$ cat config.mk
export PLATFORM = sky130hd
export DESIGN_NAME = lx_mem_interface_flat
export DESIGN_NICKNAME = d
export VERILOG_FILES = /design/src/rtl/lx_mem_interface_pkg.sv /design/src/rtl/lx_mem_interface_if.sv /design/src/rtl/lx_mem_interface.sv /design/src/flat_wrapper.sv
export SDC_FILE = /design/constraint.sdc
export NUM_CORES = 1
export LEC_CHECK = 0
export ABC_AREA = 1
export CORE_AREA = 5 5 177 179
export DETAILED_ROUTE_END_ITERATION = 6
export DIE_AREA = 0 0 182 184
export DONT_BUFFER_PORTS = 1
export PLACE_DENSITY = 0.53
export RECOVER_POWER = 100
export SYNTH_ARGS = -nofsm -noshare
export SYNTH_HDL_FRONTEND = slang
export SYNTH_SLANG_ARGS = --single-unit
$ cat constraint.sdc
create_clock -name clock -period 15.5 [get_ports clock]
set_clock_uncertainty 0.1 [all_clocks]
set_input_delay 1.55 -clock clock [delete_from_list [all_inputs] [get_ports clock]]
set_output_delay 1.55 -clock clock [all_outputs]
set_load 0.1 [all_outputs]
$ cat src/rtl/lx_mem_interface_pkg.sv
// ---------------------------------------------------------------------------
// lx_mem_interface_pkg: cache/memory message encodings and helpers. Rev 1.0
// ---------------------------------------------------------------------------
`default_nettype none

package lx_mem_interface_pkg;

  localparam int DEF_MSG_BITS = 4;

  localparam logic [DEF_MSG_BITS-1:0] NO_REQ   = 4'd0;
  localparam logic [DEF_MSG_BITS-1:0] R_REQ    = 4'd1;
  localparam logic [DEF_MSG_BITS-1:0] WB_REQ   = 4'd2;
  localparam logic [DEF_MSG_BITS-1:0] MEM_RESP = 4'd3;

  // Ceiling log2, with log2(1) = 0.
  function automatic int log2(input int value);
    int result;
    result = 0;
    while ((1 << result) < value) result++;
    return result;
  endfunction

endpackage

`default_nettype wire

$ cat src/rtl/lx_mem_interface_if.sv
// ---------------------------------------------------------------------------
// lx_cache_mem_if / lx_mem_bus_if: cache-side and memory-side bundles. Rev 1.0
// ---------------------------------------------------------------------------
`default_nettype none

interface lx_cache_mem_if
  import lx_mem_interface_pkg::*;
#(
  parameter int ADDRESS_BITS = 32,
  parameter int CACHE_WIDTH  = 128,
  parameter int MSG_BITS     = DEF_MSG_BITS
);
  logic [MSG_BITS-1:0]     cache2mem_msg;
  logic [ADDRESS_BITS-1:0] cache2mem_address;
  logic [CACHE_WIDTH-1:0]  cache2mem_data;
  logic [MSG_BITS-1:0]     mem2cache_msg;
  logic [ADDRESS_BITS-1:0] mem2cache_address;
  logic [CACHE_WIDTH-1:0]  mem2cache_data;
  logic                    mem_intf_busy;
  logic [ADDRESS_BITS-1:0] mem_intf_address;
  logic                    mem_intf_address_valid;

  // master = the cache, slave = the memory interface block
  modport master (
    output cache2mem_msg, cache2mem_address, cache2mem_data,
    input  mem2cache_msg, mem2cache_address, mem2cache_data,
    input  mem_intf_busy, mem_intf_address, mem_intf_address_valid
  );
  modport slave (
    input  cache2mem_msg, cache2mem_address, cache2mem_data,
    output mem2cache_msg, mem2cache_address, mem2cache_data,
    output mem_intf_busy, mem_intf_address, mem_intf_address_valid
  );
endinterface

interface lx_mem_bus_if #(
  parameter int DATA_WIDTH   = 32,
  parameter int ADDRESS_BITS = 32
);
  logic                    mem_req_valid;
  logic                    mem_req_ready;
  logic                    mem_we;
  logic [ADDRESS_BITS-1:0] mem_addr;
  logic [DATA_WIDTH-1:0]   mem_wdata;
  logic                    mem_rvalid;
  logic [DATA_WIDTH-1:0]   mem_rdata;

  // master = the memory interface block, slave = main memory
  modport master (
    output mem_req_valid, mem_we, mem_addr, mem_wdata,
    input  mem_req_ready, mem_rvalid, mem_rdata
  );
  modport slave (
    input  mem_req_valid, mem_we, mem_addr, mem_wdata,
    output mem_req_ready, mem_rvalid, mem_rdata
  );
endinterface

`default_nettype wire

$ cat src/rtl/lx_mem_interface.sv
// ---------------------------------------------------------------------------
// lx_mem_interface: serialises cache block fills/writebacks into word requests. Rev 1.0
// ---------------------------------------------------------------------------
`default_nettype none

module lx_mem_interface
  import lx_mem_interface_pkg::*;
#(
  parameter int DATA_WIDTH        = 32,
  parameter int ADDRESS_BITS      = 32,
  parameter int CACHE_OFFSET_BITS = 2,
  parameter int MSG_BITS          = DEF_MSG_BITS
) (
  input  logic           clock,
  input  logic           reset,
  lx_cache_mem_if.slave  cache,
  lx_mem_bus_if.master   mem
);

  localparam int CACHE_WORDS = 1 << CACHE_OFFSET_BITS;
  localparam int CNT_W       = CACHE_OFFSET_BITS + 1;
  localparam logic [CNT_W-1:0] LAST_WORD = CNT_W'(CACHE_WORDS - 1);
  localparam logic [ADDRESS_BITS-1:0] OFFSET_MASK = ADDRESS_BITS'(CACHE_WORDS - 1);

  localparam logic [2:0] S_IDLE     = 3'd0;
  localparam logic [2:0] S_READ     = 3'd1;
  localparam logic [2:0] S_WRITE    = 3'd2;
  localparam logic [2:0] S_RESP     = 3'd3;
  localparam logic [2:0] S_WAIT_CLR = 3'd4;

  logic [2:0]                             r_state;
  logic [2:0]                             w_next;
  logic [ADDRESS_BITS-1:0]                r_base;
  logic [CACHE_WORDS-1:0][DATA_WIDTH-1:0] r_block;
  logic [CNT_W-1:0]                       r_issue_cnt;
  logic [CNT_W-1:0]                       r_rcv_cnt;
  logic                                   r_is_read;
  logic                                   w_is_rd;
  logic                                   w_is_wb;
  logic                                   w_req_valid;
  logic                                   w_accept;
  logic                                   w_rcv;

  assign w_is_rd     = (cache.cache2mem_msg == MSG_BITS'(R_REQ));
  assign w_is_wb     = (cache.cache2mem_msg == MSG_BITS'(WB_REQ));
  assign w_req_valid = ((r_state == S_READ) || (r_state == S_WRITE)) && (r_issue_cnt <= LAST_WORD);
  assign w_accept    = w_req_valid && mem.mem_req_ready;
  assign w_rcv       = (r_state == S_READ) && mem.mem_rvalid && (r_rcv_cnt <= LAST_WORD);

  always_ff @(posedge clock or posedge reset) begin
    if (reset) r_state <= S_IDLE;
    else       r_state <= w_next;
  end

  always_comb begin
    w_next = r_state;
    case (r_state)
      S_IDLE: begin
        if (w_is_rd)      w_next = S_READ;
        else if (w_is_wb) w_next = S_WRITE;
      end
      S_READ:     if (w_rcv && (r_rcv_cnt == LAST_WORD))      w_next = S_RESP;
      S_WRITE:    if (w_accept && (r_issue_cnt == LAST_WORD)) w_next = S_RESP;
      S_RESP:     w_next = S_WAIT_CLR;
      // Cache still holding the serviced request must not be re-accepted.
      S_WAIT_CLR: if (cache.cache2mem_msg == MSG_BITS'(NO_REQ)) w_next = S_IDLE;
      default:    w_next = S_IDLE;
    endcase
  end

  always_ff @(posedge clock or posedge reset) begin
    if (reset) begin
      r_base      <= '0;
      r_block     <= '0;
      r_issue_cnt <= '0;
      r_rcv_cnt   <= '0;
      r_is_read   <= 1'b0;
    end else begin
      if ((r_state == S_IDLE) && (w_is_rd || w_is_wb)) begin
        r_base      <= cache.cache2mem_address & ~OFFSET_MASK;
        r_block     <= w_is_wb ? cache.cache2mem_data : '0;
        r_issue_cnt <= '0;
        r_rcv_cnt   <= '0;
        r_is_read   <= w_is_rd;
      end
      if (w_accept) r_issue_cnt <= r_issue_cnt + 1'b1;
      if (w_rcv) begin
        r_block[r_rcv_cnt[CACHE_OFFSET_BITS-1:0]] <= mem.mem_rdata;
        r_rcv_cnt <= r_rcv_cnt + 1'b1;
      end
    end
  end

  always_comb begin
    mem.mem_req_valid            = w_req_valid;
    mem.mem_we                   = 1'b0;
    mem.mem_addr                 = '0;
    mem.mem_wdata                = '0;
    cache.mem2cache_msg          = MSG_BITS'(NO_REQ);
    cache.mem2cache_address      = '0;
    cache.mem2cache_data         = '0;
    cache.mem_intf_busy          = (r_state != S_IDLE);
    cache.mem_intf_address_valid = (r_state != S_IDLE);
    cache.mem_intf_address       = (r_state != S_IDLE) ? r_base : '0;
    if (w_req_valid)
      mem.mem_addr = r_base | ADDRESS_BITS'(r_issue_cnt[CACHE_OFFSET_BITS-1:0]);
    case (r_state)
      S_WRITE: begin
        mem.mem_we = 1'b1;
        if (w_req_valid) mem.mem_wdata = r_block[r_issue_cnt[CACHE_OFFSET_BITS-1:0]];
      end
      S_RESP: begin
        cache.mem2cache_msg     = MSG_BITS'(MEM_RESP);
        cache.mem2cache_address = r_base;
        if (r_is_read) cache.mem2cache_data = r_block;
      end
      default: ;
    endcase
  end

endmodule

`default_nettype wire

$ cat src/flat_wrapper.sv
// flat-port wrapper written by rule: the top's interface ports become plain ports
module lx_mem_interface_flat import lx_mem_interface_pkg::*;
#(
  parameter int DATA_WIDTH        = 32,
  parameter int ADDRESS_BITS      = 32,
  parameter int CACHE_OFFSET_BITS = 2,
  parameter int MSG_BITS          = DEF_MSG_BITS
)
  (clock, reset, cache_cache2mem_msg, cache_cache2mem_address, cache_cache2mem_data, cache_mem2cache_msg, cache_mem2cache_address, cache_mem2cache_data, cache_mem_intf_busy, cache_mem_intf_address, cache_mem_intf_address_valid, mem_mem_req_valid, mem_mem_we, mem_mem_addr, mem_mem_wdata, mem_mem_req_ready, mem_mem_rvalid, mem_mem_rdata);
  lx_cache_mem_if #(.ADDRESS_BITS(ADDRESS_BITS), .CACHE_WIDTH((128)), .MSG_BITS(MSG_BITS)) cache_i ();
  lx_mem_bus_if #(.DATA_WIDTH(DATA_WIDTH), .ADDRESS_BITS(ADDRESS_BITS)) mem_i ();
  input  logic clock;
  input  logic reset;
  input wire logic [$bits(cache_i.cache2mem_msg)-1:0] cache_cache2mem_msg;
  input wire logic [$bits(cache_i.cache2mem_address)-1:0] cache_cache2mem_address;
  input wire logic [$bits(cache_i.cache2mem_data)-1:0] cache_cache2mem_data;
  output wire logic [$bits(cache_i.mem2cache_msg)-1:0] cache_mem2cache_msg;
  output wire logic [$bits(cache_i.mem2cache_address)-1:0] cache_mem2cache_address;
  output wire logic [$bits(cache_i.mem2cache_data)-1:0] cache_mem2cache_data;
  output wire logic [$bits(cache_i.mem_intf_busy)-1:0] cache_mem_intf_busy;
  output wire logic [$bits(cache_i.mem_intf_address)-1:0] cache_mem_intf_address;
  output wire logic [$bits(cache_i.mem_intf_address_valid)-1:0] cache_mem_intf_address_valid;
  output wire logic [$bits(mem_i.mem_req_valid)-1:0] mem_mem_req_valid;
  output wire logic [$bits(mem_i.mem_we)-1:0] mem_mem_we;
  output wire logic [$bits(mem_i.mem_addr)-1:0] mem_mem_addr;
  output wire logic [$bits(mem_i.mem_wdata)-1:0] mem_mem_wdata;
  input wire logic [$bits(mem_i.mem_req_ready)-1:0] mem_mem_req_ready;
  input wire logic [$bits(mem_i.mem_rvalid)-1:0] mem_mem_rvalid;
  input wire logic [$bits(mem_i.mem_rdata)-1:0] mem_mem_rdata;
  assign cache_i.cache2mem_msg = cache_cache2mem_msg;
  assign cache_i.cache2mem_address = cache_cache2mem_address;
  assign cache_i.cache2mem_data = cache_cache2mem_data;
  assign cache_mem2cache_msg = cache_i.mem2cache_msg;
  assign cache_mem2cache_address = cache_i.mem2cache_address;
  assign cache_mem2cache_data = cache_i.mem2cache_data;
  assign cache_mem_intf_busy = cache_i.mem_intf_busy;
  assign cache_mem_intf_address = cache_i.mem_intf_address;
  assign cache_mem_intf_address_valid = cache_i.mem_intf_address_valid;
  assign mem_mem_req_valid = mem_i.mem_req_valid;
  assign mem_mem_we = mem_i.mem_we;
  assign mem_mem_addr = mem_i.mem_addr;
  assign mem_mem_wdata = mem_i.mem_wdata;
  assign mem_i.mem_req_ready = mem_mem_req_ready;
  assign mem_i.mem_rvalid = mem_mem_rvalid;
  assign mem_i.mem_rdata = mem_mem_rdata;
  lx_mem_interface #(.DATA_WIDTH(DATA_WIDTH), .ADDRESS_BITS(ADDRESS_BITS), .CACHE_OFFSET_BITS(CACHE_OFFSET_BITS), .MSG_BITS(MSG_BITS)) u_core (.clock(clock), .reset(reset), .cache(cache_i), .mem(mem_i));
endmodule
* After elaboration in Yosys (flattened, before gate mapping)
Index checks and enable logic that the tools add are counted.
** Storage, ports and cells
- Flip-flop bits (word level) :: 168
- Input bits :: 200
- Output and inout port bits :: 264
- Logic and storage cells :: 71
** Operators by class
- Add/sub/neg operators :: 2
- Magnitude comparators :: 5
- Equality and inequality tests :: 12
- Muxes and demuxes :: 26
- Bitwise gates (word level) :: 1
- Reductions and logical operators :: 16
** Operator list (number)
- $mux 128 :: 5
- $mux 32 :: 7
- $bwmux 128 :: 1
- $bmux 32 s2 :: 1
- $demux 32 s2 :: 1
- $or 32x2->32 :: 1
- $mux 3 :: 8
- $pmux 3 s5 :: 1
- $eq 3x2->1 const B :: 4
- $logic_and 1x1->1 :: 8
- $add 3x1->3 const B :: 2
- $le 3x2->1 const B :: 2
- $lt 2x3->1 const B :: 2
- $eq 4x1->1 const B :: 1
- $eq 4x2->1 const B :: 1
- $logic_not 4->1 :: 1
- $ne 2x2->1 const B :: 2
- $reduce_and 4->1 :: 1
- $reduce_bool 2->1 :: 2
- $eq 3x1->1 const B :: 1
- $eq 3x3->1 const B :: 1
- $logic_not 3->1 :: 1
- $ne 3x1->1 const B :: 1
- $reduce_bool 3->1 :: 1
- 5 further kinds :: 6

* Longest topological paths before layout
Gate-level depths: netlist of run 1.
- Depth after elaboration :: 7
- Mapped depth :: 10
- Mapped depth without buffers :: 8

* Least setup slack after synthesis of run 1
Ideal clock, no wire load.
- Kind :: register -> output
- Start point :: register u_core.r_state[2]
- End point :: output mem_mem_wdata[11]
- Arrival time :: 3.181 ns
- Data required time :: 13.850 ns
- Setup slack :: 10.669 ns
- Stages on the path, launching flop included :: 7
- Buffers on the path :: 1
- Cell sequence :: dfrtp_1 > inv_2 > nand3_1 > inv_1 > nand2_1 > clkbuf_1 > a21oi_1
** Between the ends
- Word-level cells in the longest chain between the ends :: 5
- Elaborated cells on any way between the ends :: 6
- Those cells by class :: eq/ne: 2; mux: 2; reduce/logical: 2
** Ends and longest elaborated chain
- from (decl) :: line lx_mem_interface.sv:31 : logic [2:0] r_state;
- from (signal assigned) :: line lx_mem_interface.sv:52 : else r_state <= w_next;
- $eq 3x1->1 or $eq 3x2->1 (tied branches) :: line lx_mem_interface.sv:46, lx_mem_interface.sv:107
- $logic_or 1x1->1 :: line lx_mem_interface.sv:46 : assign w_req_valid = ((r_state == S_READ) || (r_state == S_WRITE)) && (r_issue_cnt <= LAST_WORD);
- $logic_and 1x1->1 :: line lx_mem_interface.sv:46
- $mux 32 :: line lx_mem_interface.sv:110 : if (w_req_valid) mem.mem_wdata = r_block[r_issue_cnt[CACHE_OFFSET_BITS-1:0]];
- $mux 32 * :: line lx_mem_interface.sv:107 : case (r_state)
- to (decl) :: line flat_wrapper.sv:26 : output wire logic [$bits(mem_i.mem_wdata)-1:0] mem_mem_wdata;
Mark *: on every way between the ends. The rest lies on a longest branch, timed or not.

* Worst setup path after layout of run 1
- Start point :: register u_core.r_issue_cnt[0]
- End point :: output mem_mem_wdata[13]
** Between the ends
- Word-level cells in the longest chain between the ends :: 4
- Elaborated cells on any way between the ends :: 6
- Those cells by class :: order compare: 1; mux: 4; reduce/logical: 1
** Ends and longest elaborated chain
- from (decl) :: line lx_mem_interface.sv:35 : logic [CNT_W-1:0] r_issue_cnt;
- from (signal assigned) :: line lx_mem_interface.sv:86 : if (w_accept) r_issue_cnt <= r_issue_cnt + 1'b1;
- $le 3x2->1 or $bmux 32 s2 (tied branches) :: line lx_mem_interface.sv:46, lx_mem_interface.sv:110
- $logic_and 1x1->1 or $mux 32 (tied branches) :: line lx_mem_interface.sv:46, lx_mem_interface.sv:110
- $mux 32 * :: line lx_mem_interface.sv:110
- $mux 32 * :: line lx_mem_interface.sv:107
Mark *: on every way between the ends. The rest lies on a longest branch, timed or not. The select of a mux whose other input is x is not followed.

==> results of run 1 <==
sequential cells by signal, summed over array words and instances, names as in the netlist:
| signal | flops |
|---|---|
| u_core.r_block | 128 |
| u_core.r_base | 30 |
| u_core.r_issue_cnt | 3 |
| u_core.r_rcv_cnt | 3 |
| u_core.r_state | 3 |
| u_core.r_is_read | 1 |
cells in the mapped netlist, drive strengths merged:
| cell type | n | area, µm² |
|---|---|---|
| nor2 | 612 | 2310 |
| nand2 | 314 | 1180 |
| a21oi | 225 | 1130 |
| inv | 178 | 668 |
| dfrtp | 168 | 4200 |
| buf | 105 | 603 |
| o21ai | 99 | 495 |
| clkbuf | 23 | 86.3 |
| nand3 | 18 | 115 |
| ha | 7 | 87.6 |
| conb | 1 | 3.75 |
| nand4 | 1 | 6.26 |
| nor3 | 1 | 10.0 |
| o21bai | 1 | 7.51 |
| o22ai | 1 | 6.26 |
worst min-delay path, cell delays in order, from the launching register on:
cell     delay [ns]
dfrtp_1        0.39
nand2_1        0.07
nand2_1        0.05
logic make-up after synthesis:
kind of cell             Yosys count
AO/OA/AOI/OAI                    326
flip-flops                       168
other                              1
adder cells (fa/ha/maj)            7
buffers and inverters            306
AND/OR/NAND/NOR                  946
area by class of cell:
cell class / instances / area share, %
Clock inverter: 13 / 1.38
Multi-Input combinational cell: 1285 / 46.8
Timing Repair Buffer: 30 / 1.66
Sequential cell: 168 / 36.4
Tap cell: 390 / 4.22
Clock buffer: 17 / 3.68
Antenna cell: 4 / 0.0867
Inverter: 178 / 5.80
metrics by stage:
step	std cells	cell area, µm²
finish	2085	11500
global route	2085	11500
CTS	2081	12300
detailed placement	2051	11700
global placement	2051	11700
floorplan	1759	10900
cell usage in the layout (no fill, tap or decap), types with 2 or more instances in the layout:
cell | netlist | layout
nor2_1 | 610 | 610
nand2_1 | 314 | 313
a21oi_1 | 225 | 222
inv_1 | 172 | 172
dfrtp_1 | 168 | 166
o21ai_0 | 99 | 99
buf_4 | 28 | 21
clkbuf_16 | 0 | 17
nand3_1 | 13 | 13
clkbuf_1 | 23 | 9
ha_1 | 7 | 7
conb_1 | 1 | 6
inv_6 | 0 | 6
inv_2 | 6 | 5
diode_2 | 0 | 4
nand3_2 | 5 | 4
a21oi_2 | 0 | 3
inv_8 | 0 | 3
nor2_4 | 1 | 2
bufinv_16 | 0 | 2
dfrtp_2 | 0 | 2
worst paths after layout:
kind | endpoint | slack [ns] | depth (start not counted)
min in group asynchronous | u_core.r_block[105]$_DFF_PP0_ | 1.52 | 1
hold reg to reg | u_core.r_is_read$_DFFE_PP0N_ | 0.43 | 2
setup / recovery | mem_mem_wdata[13] | 6.87 | 7
setup reg to reg | u_core.r_issue_cnt[1]$_DFFE_PP0P_ | 9.95 | 8
max in group asynchronous | u_core.r_block[75]$_DFF_PP0_ | 9.28 | 2
hold / removal | u_core.r_is_read$_DFFE_PP0N_ | 0.43 | 2
layer usage:
layer / vias up / global-route usage (%) / routed length [µm]
met5: - / 0 / 0
met4: 0 / 7.48 / 897
met3: 45 / 6.39 / 3410
met2: 437 / 39.6 / 20000
met1: 5033 / 30.3 / 17500
li1: 5194 / - / -
==> impl_metrics.csv, run 1 <==
group,metric,value,unit
clocking,cts_post_setup_buffers_inserted,0,
timing,finalHoldViolations,0,
grt,wire_length_of_the_first_global_routing_pass,63000,µm
timing,timing.slew.headroom,-159,%
yosys,synth-xor-area-share,0,%
yosys,synth_adder_area_share,0.803,%
timing,final_max_slew_viol_count,682,
finish,layout-area-overhead-vs-synth,5.91,%
grt,grt_start_max_net_pins,70,
grt,grt_pass1_vias,10300,
worst_setup_path,path_max_fanout,69,
yosys,yosys.area_share.simple,33.2,%
worst_setup_path,timing.rr.start,"u_core.r_issue_cnt[0]$_DFFE_PP0P_",
worst_setup_path,path_cells,"clkbuf_1 -> ha_1 -> ha_1 -> o21bai_1 -> nand2_1 -> clkbuf_1 -> a21oi_1",
clocking,clk_path_buf_depth,2,
worst_setup_path,critical_path.endpoint_type,"primary output",
yosys,synth_compound_area_share,15.0,%
finish,post_route_cells_drive_above_1_share,4.20,%
place,io_buffer_count,0,
finish,multi_input_comb_area,0.00540,mm²
yosys,largest_family_of_logic_cells_by_synthesized_area,"simple AND/OR/NAND/NOR gates",
worst_setup_path,required_time_worst_endpoint,13.85,ns
timing,post-route-min-period,8.63,ns
timing,fmaxAchievable,116,MHz
routing,detail-route-antenna-nets,0,
worst_setup_path,classification_of_the_worst_setup_path,"register to primary output",
yosys,synthesis.instances,1754,
floorplan,die_w,182,µm
clocking,htreeDepth,4,
clocking,cts-root-buf,"clkbuf_16",
hold_path,critical_hold_path_startpoint,"u_core.r_is_read$_DFFE_PP0N_",
routing,remaining_drc_errors,0,
timing,totalNegativeSetupSlack,0,ns
clocking,path_clk_slew,0.07,ns
routing,wire_length_after_detailed_routing,41800,µm
timing,grt_setup_unrepaired,"no",
floorplan,floorplan.rows,63,
floorplan,die_h,184,µm
worst_setup_path,crit_path_max_incr_delay,2.37,ns
place,post_placement_setup_slack,10.43,ns
yosys,synth-seq-cells,168,
timing,holdWs,0.434,ns
worst_setup_path,critPathBufInv,2,
timing,max_slew.worst_pin.slew,3.88,ns
routing,drt_first_iter_violations,714,
grt,grtUsageTotal,23.8,%
routing,via_count,10700,
yosys,synth_sequential_area_ratio,38.5,%
place,place_congestion,0.865,
finish,final.fill_count,3410,
worst_setup_path,timing.critical_path.from,"u_core.r_issue_cnt[0]$_DFFE_PP0P_",
yosys,synthDistinctLibCells,22,
yosys,yosys_warnings,0,
worst_setup_path,critical-path-top-delay-family,"buffers and inverters",
routing,detailedRoute.firstPassIterationCount,5,
run_status,status,"complete, but fails checks",
floorplan,die-area,0.0335,mm²
hold_path,hold_path.class,"register to register",
timing,fin_crit_sh,55.7,%
flow_run,number_of_maximum_capacitance_violations,252,
worst_setup_path,critPathLaunchType,"register",
floorplan,initial_utilization,37.1,%
finish,final_core_util,39.3,%
worst_setup_path,cp_slowest_cell,"clkbuf_1",
floorplan,design.portCount,464,
place,place.detailed.hpwl,27900,µm
clocking,cts_tree,"done",
clocking,postCtsResizedCells,0,
routing,vias_per_cell,5.14,
finish,fin_nets,1887,
run_status,violations,"max-capacitance violations, max-slew violations",
floorplan,design.core.area,0.0294,mm²
yosys,synth_mux_area_share,0,%
yosys,netlist_area,0.0109,mm²
grt,gr-total-overflow,0,
timing,least_setup_slack_across_all_paths_after_layout,6.87,ns
grt,grt_antenna_before_repair,4,
clocking,numCtsBuffers,17,
clocking,cts.sink_count,168,
clocking,holdBufCountCts,0,
yosys,syn_area_cell,6.22,µm²
clocking,clock_latency,0.42,ns
timing,total_setup_violations_reported_at_the_end_of_the_flow,0,
finish,storage_element_area,0.00421,mm²
routing,wl_per_cell,20.1,µm
worst_setup_path,worstPathArrival,6.98,ns
Power of run 1 is not shown: default switching activity piles up to over one toggle a cycle in this logic, so the estimate is an artifact.
==> run 2: changes to the inputs <==
- PLACE_DENSITY: 0.53 -> 0.55
- clock period: 15.5 -> 7.58 ns (I/O delays scaled with it)
==> impl_metrics.csv, run 2 (synthesis gave the netlist of run 1 again) <==
group,metric,value,unit
worst_setup_path,required_time_worst_endpoint,6.72,ns
worst_setup_path,timing.rr.start,"u_core.r_state[2]$_DFFE_PP0P_",
finish,layout.cell_area.non_filler,0.0115,mm²
timing,final_max_slew_viol_count,575,
worst_setup_path,classification_of_the_worst_setup_path,"register to primary output",
place,place_congestion,0.879,
finish,registers.top_by_ff_count,"u_core.r_block",
worst_setup_path,critical_path.endpoint_type,"primary output",
clocking,cts.sink_count,168,
worst_setup_path,flop2flop_setup_slack,1.93,ns
routing,remaining_drc_errors,0,
grt,grt_start_max_net_pins,81,
timing,grt_setup_unrepaired,"no",
grt,wire_length_of_the_first_global_routing_pass,62600,µm
run_status,violations,"max-capacitance violations, max-slew violations",
clocking,clk_path_buf_depth,2,
timing,totalNegativeSetupSlack,0,ns
timing,total_setup_violations_reported_at_the_end_of_the_flow,0,
clocking,holdBufCountCts,0,
clocking,clock_latency,0.41,ns
grt,grt_pass1_vias,10600,
place,io_buffer_count,0,
clocking,htreeDepth,4,
clocking,postCtsResizedCells,0,
floorplan,initial_utilization,37.1,%
timing,fmaxAchievable,171,MHz
finish,layout-area-overhead-vs-synth,5.67,%
timing,finalHoldViolations,0,
grt,gr-total-overflow,0,
clocking,numCtsBuffers,17,
floorplan,die_h,184,µm
floorplan,design.core.area,0.0294,mm²
timing,holdWs,0.355,ns
timing,timing.slew.headroom,-127,%
place,place.detailed.hpwl,27500,µm
finish,final_cells,2077,
flow_run,number_of_maximum_capacitance_violations,247,
clocking,cts_tree,"done",
finish,final.fill_count,3376,
floorplan,design.portCount,464,
place,placed_instance_area,0.0116,mm²
worst_setup_path,critPathLaunchType,"register",
finish,layout_top_registers,"u_core.r_block x128, u_core.r_base x30",
floorplan,floorplan.rows,63,
finish,layout_commonest_cell,"nor2_1",
place,dp_cells,2044,
finish,most-common-layout-cells,"nor2_1 (611), nand2_1 (311), a21oi_1 (213)",
worst_setup_path,critical_path.endpoint,"mem_mem_wdata[29]",
clocking,cts-root-buf,"clkbuf_16",
clocking,path_clk_slew,0.07,ns
routing,detailedRoute.firstPassIterationCount,5,
routing,vias_per_cell,5.17,
routing,detail-route-antenna-nets,0,
routing,drt_first_iter_violations,769,
floorplan,die_w,182,µm
worst_setup_path,worstPathArrival,5.00,ns
finish,fin_nets,1880,
routing,via_count,10700,
timing,post-route-min-period,5.85,ns
worst_setup_path,path_max_fanout,48,
routing,wire_length_after_detailed_routing,41000,µm
hold_path,hold_path.class,"input pin to register",
timing,fin_crit_sh,77.2,%
finish,flip_flop_count_of_the_largest_register_all_copies_and_words_added,128,
worst_setup_path,reg2reg_depth,10,
clocking,cts_post_setup_buffers_inserted,0,
worst_setup_path,reg2reg_to,"u_core.r_block[53]$_DFF_PP0_",
floorplan,die-area,0.0335,mm²
finish,post_route_cells_drive_above_1_share,4.39,%
routing,wl_per_cell,19.7,µm
run_status,status,"complete, but fails checks",
grt,grt_antenna_before_repair,1,
worst_setup_path,timing.critical_path.from,"u_core.r_issue_cnt[0]$_DFFE_PP0P_",
grt,grtUsageTotal,23.5,%
timing,max_slew.worst_pin.slew,3.38,ns
[run 2: changes by cell type in the layout (fill, tap and decap cells not counted), sizes merged]
cell and delta:
buf -6, diode -3, inv +2, bufinv -1
[run 2: final cells by class]
type	count	area [µm²]	area share [%]
multi-input cells	1285	5440	47.2
flip-flops and latches	168	4210	36.5
inverters	178	669	5.81
well taps	390	488	4.23
clock buffers	18	429	3.72
clock inverters	14	149	1.29
repair buffers	23	144	1.25
diodes	1	2.50	0.0217
[run 2: critical path, stage by stage, from the launching register on]
cell and delay, ns:
dfrtp_1 0.69, buf_4 0.45, inv_1 1.04, clkbuf_1 1.02
o21ai_0 0.33, a21oi_2 1.02
[run 2: through the flow]
stage	worst slack [ns]	util [%]
floorplan	2.18	-
global placement	3.27	39.6
detailed placement	3.20	39.6
CTS	2.74	41.5
global route	1.33	39.2
finish	1.73	39.2
[run 2: per-layer routing]
layer | vias up | global-route usage [%] | part of all wire, % | routed length, µm
li1 | 5181 | - | - | -
met1 | 5055 | 30.5 | 42 | 17100
met2 | 464 | 39.3 | 49 | 20000
met3 | 41 | 5.48 | 7.5 | 3090
met4 | 0 | 6.72 | 1.9 | 785
met5 | - | 0 | 0 | 0
[run 2: worst min-delay path by stage]
stage / slack [ns] / cells past startpoint / from / endpoint
6_report: 0.36 / 2 / cache_cache2mem_address[22] / u_core.r_base[22]$_DFFE_PP0N_
5_1_grt: 0.34 / 2 / cache_cache2mem_address[22] / u_core.r_base[22]$_DFFE_PP0N_
4_1_cts: 0.22 / 1 / reset / u_core.r_block[102]$_DFF_PP0_
3_5_place_dp: 0.42 / 2 / u_core.r_is_read$_DFFE_PP0N_ / u_core.r_is_read$_DFFE_PP0N_
3_3_place_gp: 0.42 / 2 / u_core.r_is_read$_DFFE_PP0N_ / u_core.r_is_read$_DFFE_PP0N_
2_1_floorplan: 0.34 / 2 / u_core.r_is_read$_DFFE_PP0N_ / u_core.r_is_read$_DFFE_PP0N_
Power of run 2 is left out for the same reason.
